## src/rtl/btn_down_pulser.sv

```systemverilog
// btn_down_pulser
// Turns a raw, bouncy push-button into the single-cycle `down` step enable
// for the downstream 4-bit down-counter. The button is synchronised, the
// press and the release are both debounced, and one pulse is emitted per
// accepted press. With REPEAT_EN=1 the block also emits repeat pulses while
// the button stays held.
//
// Ports:
//   clk     system clock, rising edge
//   rst     synchronous, active-high reset
//   btn_in  raw asynchronous button level, 1 = pressed
//   down    registered single-cycle step pulse to the down-counter
//   level   registered debounced button level
//
// state       | meaning
// ------------+------------------------------------------------------
// IDLE        | button released and debounced, waiting for a press
// CHK_PRESS   | candidate press, counting stable high samples
// HELD        | press accepted, running the auto-repeat schedule
// CHK_RELEASE | candidate release, counting stable low samples

module btn_down_pulser #(
  parameter int DEBOUNCE_CYCLES = 4,
  parameter int REPEAT_EN       = 1,
  parameter int REPEAT_DELAY    = 12,
  parameter int REPEAT_PERIOD   = 6,
  parameter int CNT_W           = 16
) (
  input  logic clk,
  input  logic rst,
  input  logic btn_in,
  output logic down,
  output logic level
);

  typedef enum logic [1:0] {
    IDLE        = 2'd0,
    CHK_PRESS   = 2'd1,
    HELD        = 2'd2,
    CHK_RELEASE = 2'd3
  } state_t;

  localparam logic [CNT_W-1:0] ONE     = CNT_W'(1);
  localparam logic [CNT_W-1:0] DC_LAST = CNT_W'(DEBOUNCE_CYCLES - 1);
  localparam logic [CNT_W-1:0] R_DELAY = CNT_W'(REPEAT_DELAY);
  localparam logic [CNT_W-1:0] R_PER   = CNT_W'(REPEAT_PERIOD);

  state_t           state_q, state_d;
  logic             s1_q, s2_q;
  logic [CNT_W-1:0] dcnt_q, dcnt_d;
  logic [CNT_W-1:0] rcnt_q, rcnt_d;
  logic [CNT_W-1:0] rlim_q, rlim_d;
  logic             down_q, down_d;
  logic             level_q, level_d;

  always_ff @(posedge clk) begin
    if (rst) begin
      s1_q    <= 1'b0;
      s2_q    <= 1'b0;
      state_q <= IDLE;
      dcnt_q  <= '0;
      rcnt_q  <= '0;
      rlim_q  <= '0;
      down_q  <= 1'b0;
      level_q <= 1'b0;
    end else begin
      s1_q    <= btn_in;
      s2_q    <= s1_q;
      state_q <= state_d;
      dcnt_q  <= dcnt_d;
      rcnt_q  <= rcnt_d;
      rlim_q  <= rlim_d;
      down_q  <= down_d;
      level_q <= level_d;
    end
  end

  always_comb begin
    state_d = state_q;
    dcnt_d  = dcnt_q;
    rcnt_d  = rcnt_q;
    rlim_d  = rlim_q;
    down_d  = 1'b0;
    level_d = level_q;

    case (state_q)
      IDLE: begin
        if (s2_q) begin
          state_d = CHK_PRESS;
          dcnt_d  = '0;
        end
      end

      CHK_PRESS: begin
        if (!s2_q) begin
          state_d = IDLE;
        end else if (dcnt_q == DC_LAST) begin
          state_d = HELD;
          level_d = 1'b1;
          down_d  = 1'b1;
          rcnt_d  = '0;
          rlim_d  = R_DELAY;
        end else begin
          dcnt_d = dcnt_q + ONE;
        end
      end

      HELD: begin
        // rcnt is left untouched on the way out so a short glitch only
        // pauses the repeat schedule instead of restarting it.
        if (!s2_q) begin
          state_d = CHK_RELEASE;
          dcnt_d  = '0;
        end else if (REPEAT_EN != 0) begin
          if (rcnt_q == rlim_q - ONE) begin
            down_d = 1'b1;
            rcnt_d = '0;
            rlim_d = R_PER;
          end else begin
            rcnt_d = rcnt_q + ONE;
          end
        end
      end

      CHK_RELEASE: begin
        if (s2_q) begin
          state_d = HELD;
        end else if (dcnt_q == DC_LAST) begin
          state_d = IDLE;
          level_d = 1'b0;
        end else begin
          dcnt_d = dcnt_q + ONE;
        end
      end

      default: begin
        state_d = IDLE;
      end
    endcase
  end

  assign down  = down_q;
  assign level = level_q;

endmodule

```

## config.mk

```make
export PLATFORM = sky130hd
export DESIGN_NAME = btn_down_pulser
export DESIGN_NICKNAME = d
export VERILOG_FILES = /design/src/rtl/btn_down_pulser.sv
export SDC_FILE = /design/constraint.sdc
export NUM_CORES = 1
export LEC_CHECK = 0
export BUFFER_PORTS_ARGS = -buffer_cell sky130_fd_sc_hd__buf_4
export CORE_MARGIN = 2
export CORE_UTILIZATION = 50
export DETAILED_ROUTE_END_ITERATION = 8
export PLACE_DENSITY = 0.68
export SLEW_MARGIN = 40
export SYNTH_ARGS = -nofsm -noshare
export SYNTH_HDL_FRONTEND = slang
export SYNTH_SLANG_ARGS = --single-unit
```

## constraint.sdc

```tcl
create_clock -name clk -period 6.2 [get_ports clk]
set_input_delay 0.31 -clock clk [delete_from_list [all_inputs] [get_ports clk]]
set_output_delay 0.31 -clock clk [all_outputs]
set_load 0.05 [all_outputs]
```

* Word-level counts from Yosys, hierarchy flattened
Index checks and enable logic that the tools add are counted.
** Cells by class
- Order comparisons :: 0
- Div/mod/pow operators :: 0
- $mul :: 0
- Multiplexer cells :: 33
- Shifts and indexed selects :: 0
- Eq/ne operators :: 15
- $add $sub $neg :: 3
- Reductions and logical operators :: 8
- Bitwise logic cells :: 0
** Operators with widths (number)
- $mux W16 :: 13
- $pmux W16 S2 :: 2
- $pmux W16 S4 :: 1
- $add A16 B1 Y16 const B :: 2
- $eq A16 B16 Y1 :: 1
- $eq A16 B2 Y1 const B :: 1
- $ne A2 B2 Y1 const B :: 8
- $sub A16 B1 Y16 const B :: 1
- $mux W2 :: 6
- $reduce_and A4 Y1 :: 3
- $reduce_and A5 Y1 :: 2
- $mux W1 :: 8
- $pmux W2 S4 :: 1
- $ne A3 B3 Y1 const B :: 2
- $eq A2 B2 Y1 const B :: 2
- $pmux W1 S2 :: 2
- $reduce_bool A2 Y1 :: 2
- $eq A2 B1 Y1 const B :: 1
- $logic_not A2 Y1 :: 1
** Storage, ports and cells
- Bits in writable memories :: 0
- Memories kept :: 0
- Flip-flop bits (word level) :: 54
- Memory bits (read-only) :: 0
- Latch bits :: 0
- Word-level logic and storage cells :: 67

* Logic depth before layout (Yosys ltp)
Gate-level depths: netlist (run 1).
- Word-level depth :: 5
- Mapped depth :: 9
- Mapped depth without buffers :: 8

* Worst setup path after synthesis (run 1)
Ideal clock, no wire load.
- Path kind :: register -> register
- From :: register rlim_q[1]
- To :: register rcnt_q[11]
- Data required time :: 6.075 ns
- Path buffers :: 1
- Setup time :: 0.125 ns
- Path slack :: 4.065 ns
- Arrival time :: 2.010 ns
- Cell stages (with the launch flop) :: 10
- Cell sequence :: dfxtp_1 > inv_1 > ha_1 > ha_1 > or3_1 > a211oi_1 > and4_1 > a41o_1 > buf_4 > a21oi_1
** Between the ends
- Word-level cells in the longest chain between the ends :: 5
** Ends and longest elaborated chain
- start, declared :: RTL line 52 : logic [CNT_W-1:0] rlim_q, rlim_d;
- start signal, assigned :: RTL line 72 : rlim_q <= rlim_d;
- $sub A16 B1 Y16 :: RTL line 115 : if (rcnt_q == rlim_q - ONE) begin
- $eq A16 B16 Y1 :: RTL line 115
- $mux W16 :: RTL line 115
- $mux W16 :: RTL line 111 : if (!s2_q) begin
- $pmux W16 S2 :: RTL line 86 : case (state_q)
- end signal, assigned :: RTL line 71 : rcnt_q <= rcnt_d;
- end, declared :: RTL line 51 : logic [CNT_W-1:0] rcnt_q, rcnt_d;
No other way between the ends. The select of a mux whose other input is x is not followed.
A chain may end at the register's enable or synchronous reset.

* Final worst setup path (run 1)
- From :: register dcnt_q[0]
- To :: register rcnt_q[6]
** Between the ends
- Word-level cells in the longest chain between the ends :: 3
** Ends and longest elaborated chain
- start, declared :: RTL line 50 : logic [CNT_W-1:0] dcnt_q, dcnt_d;
- start signal, assigned :: RTL line 70 : dcnt_q <= dcnt_d;
- $eq A16 B2 Y1 :: RTL line 97 : end else if (dcnt_q == DC_LAST) begin
- $ne A2 B2 Y1 (no source line)
- $reduce_and A4 Y1 (no source line)
No other way between the ends.

==> impl_results.md, run 1 <==
* PnR worst setup slack at 3590 ps
* Root Buffer: clkbuf_8
* CP endpoint kind: register
* Pre-Repair DR Iteration Count at 4
* GRT Total Usage at 20.2%
* Post-synth top area cell: dfxtp_1
* Worst hold stages at 2
* Mapped Nets at 283
* Power Density at 231 mW/mm^2
* Total gr overflow at 0
* Mean Syn Cell Area at 8.45 sq um
* Die Wd at ~72 um
* Unrepaired setup endpoints after global routing: false
* Total die area at between 0.005 and 0.006 sq mm
* EDFF count, synth at 0
* WHS at 258 ps
* Clock power share at 29.7%
* Worst-path maximum fanout at 16
* N_diodes at 0
* Syn-to-layout area delta at 5.17%
* Leakage power at 0.779 nW
* Logic pwr share at 20.2%
* HPWL Detailed at 3230 um
* Via count at around 2.0k
* Yosys reg bits at 41
* Fill count at between 400 and 500
* Max clock buf depth at 2
* Post-synth top area share at 35.7%
* Fin. max-slew vios at 0
* Drt drc at 0
* Synth Cell Area at roughly 0.0023 sq mm
* Initial DRC Count at 121
* NumNets Final at about 280
* CTS tree: built
* Max cap viols at 0
* HP Class: in -> reg
* Tmin final at around 2600 ps
* Primary FF master, synth: dfxtp_1
* Worst ir drop on vdd at 0.138 mV
* Total of cells resized after clock tree synthesis at 0
* Crit share post-route at 42.1%
* Post-synthesis cell type count at 47
* Met2 usage at 31.9%
* Core Region at 0.00438 sq mm
* Measured slew at the worst slew-check pin at between 700 and 800 ps
* Sequential area share after synthesis at 35.7%
* IO Port Bufs at 4
* Slew HR at 52.7%
* Starting Density at 52.4%
* Global-route wire length before repair at 8390 um
* Syn Inst Count at 272
* Grt met1 use at approximately 28%
* Clk_lat worst skew at 290 ps
* Worst Reg-to-Reg Cells at 6
* Grt peak-use layer: met2
* Global routing usage on met3 at under 10%
* Switching Fraction at 29.2%
* Cell internal pwr at about 0.40 mW
* Top Ports at 5
* Vias per Instance at between 6 and 7
* Status: complete, no violations
* Final Skew at 3.25 ps
* Die Span Y at 71.8 um
* CP Launch Type: register
* Ys Warns at 0
* Total Wirelength at 4620 um
* Setup bufs post-CTS at 0
* Share of layout cells above drive strength 1 at 9.19%
* RePlAce Congestion at 0.741
* Vias in the first global route at 1820
* Reg power frac at 50.1%
* Critical path data arrival time at 2770 ps
* Num CTS Buffers at 5
* Clock Pin Slew Worst Setup and Hold Paths at approximately 70 ps
* Setup_tns at 0 ps
* NetSw at 0.163 mW
* Worst Path Required at roughly 6400 ps
* Largest net degree at the start of global routing at 23
* Initial antenna violation count at 0
* Post-CTS Hold Buffers at 0
* Avg WL per Cell at 14.3 um
* Final hold violation count at 0
* Achievable Freq at 0.383 GHz
* Critical path class: reg -> reg
* Setup violators final at 0
* Fraction of registers with async set/reset at 0%
* CTS Sinks at 41
* Htree depth at 2
* Area contributors post-synth: dfxtp_1 (36%), a21oi_1 (6.3%), or3_1 (5.4%)
* Post-DRT Antenna Nets at 0
* Post-Place Setup Slack at 3590 ps
* # rows at 24
==> cell type report <==
| class | count | area (sq um) | area share, % |
|---|---|---|---|
| Multi-Input combinational cell | 207 | 1380 | 56.9 |
| Sequential cell | 41 | 821 | 34.0 |
| Clock buffer | 8 | 80.1 | 3.31 |
| Tap cell | 52 | 65.1 | 2.69 |
| Inverter | 11 | 41.3 | 1.71 |
| Timing Repair Buffer | 5 | 35.0 | 1.45 |
==> critical path, cell delays in order, from the launching register on <==
cell	delay (ps)
dfxtp_1	370
ha_1	330
nor4b_4	270
nand4_1	410
a21oi_1	380
a41o_1	620
nor2_1	100
==> registers in the layout, summed over array words and instances, names as in the netlist, named ones only <==
signal   count
dcnt_q      16
down         1
s2_q         1
s1_q         1
rlim_q       3
level        1
rcnt_q      16
state_q      1
==> metrics by stage <==
step	utilization [%]	total power, mW	cell area [sq um]	cells
global route	55.1	0.593	2420	324
CTS	54.8	0.564	2400	323
finish	55.1	0.559	2420	324
floorplan	-	0.376	2300	272
detailed placement	53.0	0.397	2320	315
global placement	53.0	0.395	2320	315
==> power groups by stage <==
stage	registers [mW]	clock network [mW]	logic (mW)
5_1_grt	0.281	0.183	0.128
4_1_cts	0.280	0.173	0.111
3_3_place_gp	0.286	0	0.110
3_5_place_dp	0.286	0	0.111
2_1_floorplan	0.283	0	0.0934
6_report	0.280	0.166	0.113
==> synthesized netlist by cell type (all sizes together), types with 3 or more instances <==
| cell | count |
|---|---|
| nand2 | 24 |
| buf | 8 |
| and4 | 3 |
| o21ai | 22 |
| a21oi | 31 |
| ha | 8 |
| dfxtp | 41 |
| mux2i | 4 |
| a311oi | 3 |
| nand4 | 9 |
| nor4 | 5 |
| or4 | 9 |
| a41o | 3 |
| or3 | 20 |
| and3 | 3 |
| xor2 | 4 |
| clkbuf | 5 |
| nor2 | 10 |
| o31ai | 7 |
| inv | 11 |
| o211ai | 5 |
| nor3 | 5 |
| nand3 | 10 |
==> kinds of logic after synthesis <==
family	count (synthesis)	synth area share, %
XOR/XNOR	6	2.29
buffers and inverters	24	4.84
adder cells (fa/ha/maj)	8	4.36
AND/OR/NAND/NOR	109	29.3
flip-flops	41	35.7
AO/OA/AOI/OAI	80	21.6
multiplexers	4	1.91
==> layer usage <==
layer | vias up | part of all wire, %
met1 | 950 | 49
met2 | 27 | 46
met5 | - | 0
met4 | 0 | 1.1
met3 | 6 | 3.3
li1 | 1021 | -
==> layout by cell type, fill, tap and decap left out, types with 3 or more instances in the layout <==
master,synthesis,final
inv_1,11,11
mux2i_1,3,3
clkbuf_8,0,5
nand2_1,24,24
nor2_1,10,10
a311oi_1,3,3
nand3_1,10,10
nand4_1,8,8
dfxtp_1,41,41
o31ai_1,7,7
or3_1,20,20
nor3_1,5,5
buf_4,2,4
or4_1,7,7
o211ai_1,5,5
ha_1,8,8
a21oi_1,29,29
clkbuf_1,5,3
and3_1,3,3
a41o_1,3,3
xor2_1,4,4
o21ai_0,22,22
==> path summary, 6_finish.rpt <==
path / from / to / slack (ps)
setup / recovery: dcnt_q[0] / rcnt_q[6] / 3590
hold reg to reg: s1_q / s2_q / 460
hold / removal: btn_in / s1_q / 260
setup reg to reg: dcnt_q[0] / rcnt_q[6] / 3590
Note: power is estimated with default switching activity, not from simulation.
==> run 2: changes to the inputs <==
clock period = 2.7 ns   (was 6.2 ns; I/O delays follow)
==> run 2 against run 1 <==
Combinational power rose by 140%. Critical path depth rose by 2. Sequential share of layout area fell by 1.1 points. Core utilization rose by 1.9 points. Power rose to 2.6 times the previous value. Clock skew rose by 7.4 ps. Critical path type unchanged. Critical endpoint is now dcnt_q[14].
==> impl_results.md, run 2 (synthesis results as in run 1) <==
* Worst Reg-to-Reg Cells at 8 (was 6)
* Final Skew at 10.6 ps (was 3.25 ps)
* Crit share post-route at 85.6% (was 42.1%)
* Vias per Instance at 6.08 (was 6.19)
* Slew HR at 57.4% (was 52.7%)
* Post-CTS Hold Buffers at 0 (unchanged)
* CTS Sinks at 41 (unchanged)
* Worst ir drop on vdd at 0.399 mV (was 0.138 mV)
* # rows at 24 (unchanged)
* Hold_sp: btn_in (unchanged)
* Vias in the first global route at 1791 (was 1820)
* Total gr overflow at 0 (unchanged)
* Initial DRC Count at 96 (was 121)
* Setup violators final at 0 (unchanged)
* Commonest non-fill, non-tap cell in the layout: dfxtp_1 (unchanged)
* Status: complete, no violations (unchanged)
* Max clock buf depth at 2 (unchanged)
* Tmin final at 2310 ps (was 2610 ps)
* RePlAce Congestion at 0.804 (was 0.741)
* Largest net degree at the start of global routing at 23 (unchanged)
* Top Registers: dcnt_q: 16 flops, rcnt_q: 16 flops, rlim_q: 3 flops (unchanged)
* Fin. max-slew vios at 0 (unchanged)
* Share of layout cells above drive strength 1 at 11.9% (was 9.19%)
* HPWL Detailed at 3300 um (was 3230 um)
* Worst-path maximum fanout at 11 (was 16)
* Measured slew at the worst slew-check pin at 639 ps (was 706 ps)
* Final hold violation count at 0 (unchanged)
* Critical path data arrival time at 2540 ps (was 2770 ps)
* Post-Place Setup Slack at 430 ps (was 3590 ps)
* Setup bufs post-CTS at 0 (unchanged)
* HP Class: in -> reg (unchanged)
* Syn-to-layout area delta at 8.82% (was 5.17%)
* Worst r2r src: state_q[0] (was dcnt_q[0])
* Total of cells resized after clock tree synthesis at 0 (unchanged)
* IO Port Bufs at 4 (unchanged)
* Via count at 2007 (was 2004)
* Max cap viols at 0 (unchanged)
* Post-DRT Antenna Nets at 0 (unchanged)
* CTS tree: built (unchanged)
* Die Wd at 71.8 um (unchanged)
* NumNets Final at 288 (was 282)
* Root Buffer: clkbuf_8 (unchanged)
* Pre-Repair DR Iteration Count at 4 (unchanged)
* Starting Density at 52.4% (unchanged)
* Worst Path Required at 2930 ps (was 6360 ps)
* Unrepaired setup endpoints after global routing: false (unchanged)
* Setup_tns at 0 ps (unchanged)
* Core Region at 0.00438 sq mm (unchanged)
* N_diodes at 0 (unchanged)
* Clk_lat worst skew at 300 ps (was 290 ps)
* Top Ports at 5 (unchanged)
* Htree depth at 2 (unchanged)
* CP endpoint kind: register (unchanged)
* Total Wirelength at 4680 um (was 4620 um)
* WHS at 48.9 ps (was 258 ps)
* Worst Hold Path EP: s1_q (unchanged)
* Die Span Y at 71.8 um (unchanged)
* Global-route wire length before repair at 8030 um (was 8390 um)
* Drt drc at 0 (unchanged)
* GRT Total Usage at 19.6% (was 20.2%)
* Most frequent cells in the layout: dfxtp_1 (41), a21oi_1 (29), nand2_1 (24) (unchanged)
* PnR worst setup slack at 389 ps (was 3590 ps)
* R2r endpoint: dcnt_q[14] (was rcnt_q[6])
* Achievable Freq at 0.433 GHz (was 0.383 GHz)
* Leakage power at 0.828 nW (was 0.779 nW)
* Num CTS Buffers at 5 (unchanged)
* Critical path class: reg -> reg (unchanged)
* Power Density at 572 mW/mm^2 (was 231 mW/mm^2)
* Total die area at 0.00516 sq mm (unchanged)
* FF-to-FF setup slack at 390 ps (was 3590 ps)
* Worst hold stages at 2 (unchanged)
* CP Launch Type: register (unchanged)
* Initial antenna violation count at 0 (unchanged)
* Avg WL per Cell at 14.2 um (was 14.3 um)
* Clock Pin Slew Worst Setup and Hold Paths at 80 ps (was 70 ps)
==> run 2: cell types whose count changed in the layout (fill, tap and decap cells not counted), sizes merged <==
cell    change
buf         +6
clkbuf      -1
bufinv      +1
==> run 2: stage by stage <==
stage	utilization [%]	power [mW]	cell area (sq um)	std cells
floorplan	-	0.864	2300	272
global placement	54.2	0.917	2380	322
detailed placement	54.2	0.920	2380	322
CTS	56.8	1.44	2490	330
global route	57.0	1.50	2500	330
finish	57.0	1.43	2500	330
==> run 2: final cells by class <==
class / instances / area (sq um)
clock buffers: 7 / 86.3
clock inverters: 1 / 30.0
flip-flops and latches: 41 / 821
fillers: 437 / 1880
multi-input cells: 207 / 1380
inverters: 11 / 41.3
well taps: 52 / 65.1
repair buffers: 11 / 82.6
==> run 2: report_power, final <==
part / switching [mW] / leakage (nW) / internal [mW]
sequential: 0.0173 / 0.331 / 0.623
combinational: 0.162 / 0.439 / 0.109
clock: 0.216 / 0.0585 / 0.302
==> run 2: how the worst max path moves through the flow <==
stage	from	end	slack [ps]	cells past startpoint
final	state_q[0]	dcnt_q[14]	390	8
after global routing	state_q[0]	dcnt_q[15]	140	8
after CTS	rlim_q[1]	rcnt_q[6]	400	9
after detailed placement	state_q[0]	dcnt_q[14]	430	8
after global placement	state_q[0]	dcnt_q[15]	450	8
after floorplan	rlim_q[1]	rcnt_q[11]	560	9
==> run 2: routing by layer <==
metal | share of wire (%) | vias up | global-route usage, %
met3 | 3.4 | 6 | 4.64
met5 | 0 | - | 0
met1 | 51 | 941 | 27.8
met4 | 1.2 | 0 | 6.71
li1 | - | 1036 | -
met2 | 45 | 24 | 29.3
==> run 2: worst max-delay path, stage by stage, from the launching register on <==
cell and delay (ps):
dfxtp_1 380, inv_1 100, ha_1 320, nand2b_1 210, o32ai_2 240, o211ai_1 160, buf_4 200, or4_1 490
a21oi_1 140
==> run 3: changes to the inputs <==
CELL_PAD_IN_SITES_DETAIL_PLACEMENT = 1   (was unset)
CELL_PAD_IN_SITES_GLOBAL_PLACEMENT = 1   (was unset)
CORE_UTILIZATION = 47   (was 50)
PLACE_DENSITY = 0.8   (was 0.68)
==> run 3 against run 2 <==
Wire length grew 18%. Sequential cell count is the same. Combinational power grew 2%. Final area up 0.45%. Register-to-register slack got worse by 110 ps. Largest cell class unchanged. First-iteration DRC count fell by 34%. Sequential power hardly changed.
==> impl_results.md, run 3 (synthesis results as in run 1) <==
* RePlAce Congestion at 0.786 (was 0.804)
* HP Class: in -> reg (unchanged)
* Setup_tns at 0 ps (unchanged)
* Clock Pin Slew Worst Setup and Hold Paths at 80 ps (about the same)
* Vias in the first global route at 2033 (was 1791)
* Syn-to-layout area delta at 9.31% (was 8.82%)
* # rows at 25 (was 24)
* Placed instance count at 336 (was 322)
* Top Ports at 5 (unchanged)
* Tmin final at 2420 ps (was 2310 ps)
* Htree depth at 2 (unchanged)
* Slew HR at 47.3% (was 57.4%)
* CP endpoint kind: register (unchanged)
* Hold_sp: btn_in (unchanged)
* Crit share post-route at 89.8% (was 85.6%)
* Drt drc at 0 (unchanged)
* HPWL Detailed at 4040 um (was 3300 um)
* N_diodes at 0 (unchanged)
* Total die area at 0.00547 sq mm (was 0.00516 sq mm)
* Fill count at 568 (was 437)
* Achievable Freq at 0.413 GHz (was 0.433 GHz)
* Final hold violation count at 0 (unchanged)
* Max clock buf depth at 2 (unchanged)
* Clk_lat worst skew at 300 ps (about the same)
* Core Region at 0.00472 sq mm (was 0.00438 sq mm)
* Most frequent cells in the layout: dfxtp_1 (41), a21oi_1 (29), nand2_1 (24) (unchanged)
* NumNets Final at 287 (was 288)
* Crit path from: state_q[0] (unchanged)
* Placed inst area at 0.00239 sq mm (was 0.00238 sq mm)
* Starting Density at 48.7% (was 52.4%)
* CTS tree: built (unchanged)
* Num CTS Buffers at 5 (unchanged)
* IO Port Bufs at 4 (unchanged)
* Measured slew at the worst slew-check pin at 791 ps (was 639 ps)
* CTS Sinks at 41 (unchanged)
* Post-Place Setup Slack at 310 ps (was 430 ps)
* Critical path data arrival time at 2670 ps (was 2540 ps)
* Post-CTS Hold Buffers at 0 (unchanged)
* Commonest non-fill, non-tap cell in the layout: dfxtp_1 (unchanged)
* Die Span Y at 73.9 um (was 71.8 um)
* Worst Path Required at 2940 ps (was 2930 ps)
* Largest net degree at the start of global routing at 23 (unchanged)
* CP max-delay cell: or4_1 (unchanged)
* Via count at 2049 (was 2007)
* Max cap viols at 0 (unchanged)
* Final Non-Filler Cells at 344 (was 330)
* Worst r2r src: state_q[0] (unchanged)
* Critical path class: reg -> reg (unchanged)
* Total of cells resized after clock tree synthesis at 0 (unchanged)
* Avg WL per Cell at 16.1 um (was 14.2 um)
* CP Launch Type: register (unchanged)
* Final Skew at 10.4 ps (was 10.6 ps)
* GRT Total Usage at 22.9% (was 19.6%)
* Total Wirelength at 5540 um (was 4680 um)
* Leakage power at 0.824 nW (was 0.828 nW)
* Worst ir drop on vdd at 0.373 mV (was 0.399 mV)
* Top Registers: dcnt_q: 16 flops, rcnt_q: 16 flops, rlim_q: 3 flops (unchanged)
* CP cell instances: inv_1 -> ha_1 -> nand2b_1 -> o32ai_2 -> o211ai_1 -> or4_1 -> a21oi_1 (was inv_1 -> ha_1 -> nand2b_1 -> o32ai_2 -> o211ai_1 -> buf_4 -> or4_1 -> a21oi_1)
* Power Density at 573 mW/mm^2 (was 572 mW/mm^2)
* Initial antenna violation count at 0 (unchanged)
* Setup bufs post-CTS at 0 (unchanged)
* Global-route wire length before repair at 9730 um (was 8030 um)
* Post-DRT Antenna Nets at 0 (unchanged)
* Fin area at 0.00251 sq mm (was 0.00250 sq mm)
* Total gr overflow at 0 (unchanged)
* Root Buffer: clkbuf_8 (unchanged)
* Fin. max-slew vios at 0 (unchanged)
* Pre-Repair DR Iteration Count at 4 (unchanged)
* Unrepaired setup endpoints after global routing: false (unchanged)
* Vias per Instance at 5.96 (was 6.08)
* Worst-path maximum fanout at 11 (unchanged)
* Die Wd at 73.9 um (was 71.8 um)
* Setup violators final at 0 (unchanged)
* PnR worst setup slack at 276 ps (was 389 ps)
* Final Util at 53.2% (was 57.0%)
* Share of layout cells above drive strength 1 at 11.6% (was 11.9%)
* Initial DRC Count at 63 (was 96)
* Status: complete, no violations (unchanged)
* Max stage delay on crit path at 600 ps (was 490 ps)
==> run 3: cell types whose count changed in the layout (fill, tap and decap cells not counted), sizes merged <==
cell / change
buf: -1
==> run 3: report_power, final <==
| part | switching (mW) | internal [mW] |
|---|---|---|
| sequential | 0.0186 | 0.623 |
| clock | 0.220 | 0.302 |
| combinational | 0.166 | 0.110 |
| total | 0.404 | 1.03 |
==> run 3: layout make-up <==
| cell class | instances | area (sq um) | share of cell area, % |
|---|---|---|---|
| multi-input cells | 207 | 1380 | 54.7 |
| flip-flops and latches | 41 | 821 | 32.7 |
| clock inverters | 1 | 30.0 | 1.20 |
| clock buffers | 7 | 86.3 | 3.44 |
| repair buffers | 10 | 75.1 | 2.99 |
| inverters | 11 | 41.3 | 1.64 |
| well taps | 67 | 83.8 | 3.34 |
==> run 3: path summary, 6_finish.rpt <==
check	to	slack [ps]	depth (start not counted)
setup reg to reg	dcnt_q[14]	280	7
hold / removal	s1_q	50	2
hold reg to reg	s2_q	460	1
setup / recovery	dcnt_q[14]	280	7
==> run 3: through the flow <==
stage / hold WS [ps] / total power, mW
final: 52.4 / 1.44
after floorplan: 263 / 0.864
after detailed placement: 370 / 0.928
after global routing: 70.9 / 1.51
after CTS: 51.8 / 1.45
after global placement: 346 / 0.919
==> run 3: critical path: cells and delay by family (launching register included) <==
family                     cells  cell delay [ps]
and+or+nand+nor                2              830
DFF                            1              390
adders and majority gates      1              310
buffers and inverters          1              110
AOI/OAI and AO/OA              3              730
==> run 3: routing by layer <==
metal	part of all wire [%]	track usage, %	wire [um]	vias to the layer above
met5	0	0	0	-
met2	48	37.9	2680	20
li1	-	-	-	1033
met3	2.3	5.01	130	7
met1	48	30.0	2650	989
met4	1.4	6.67	76	0
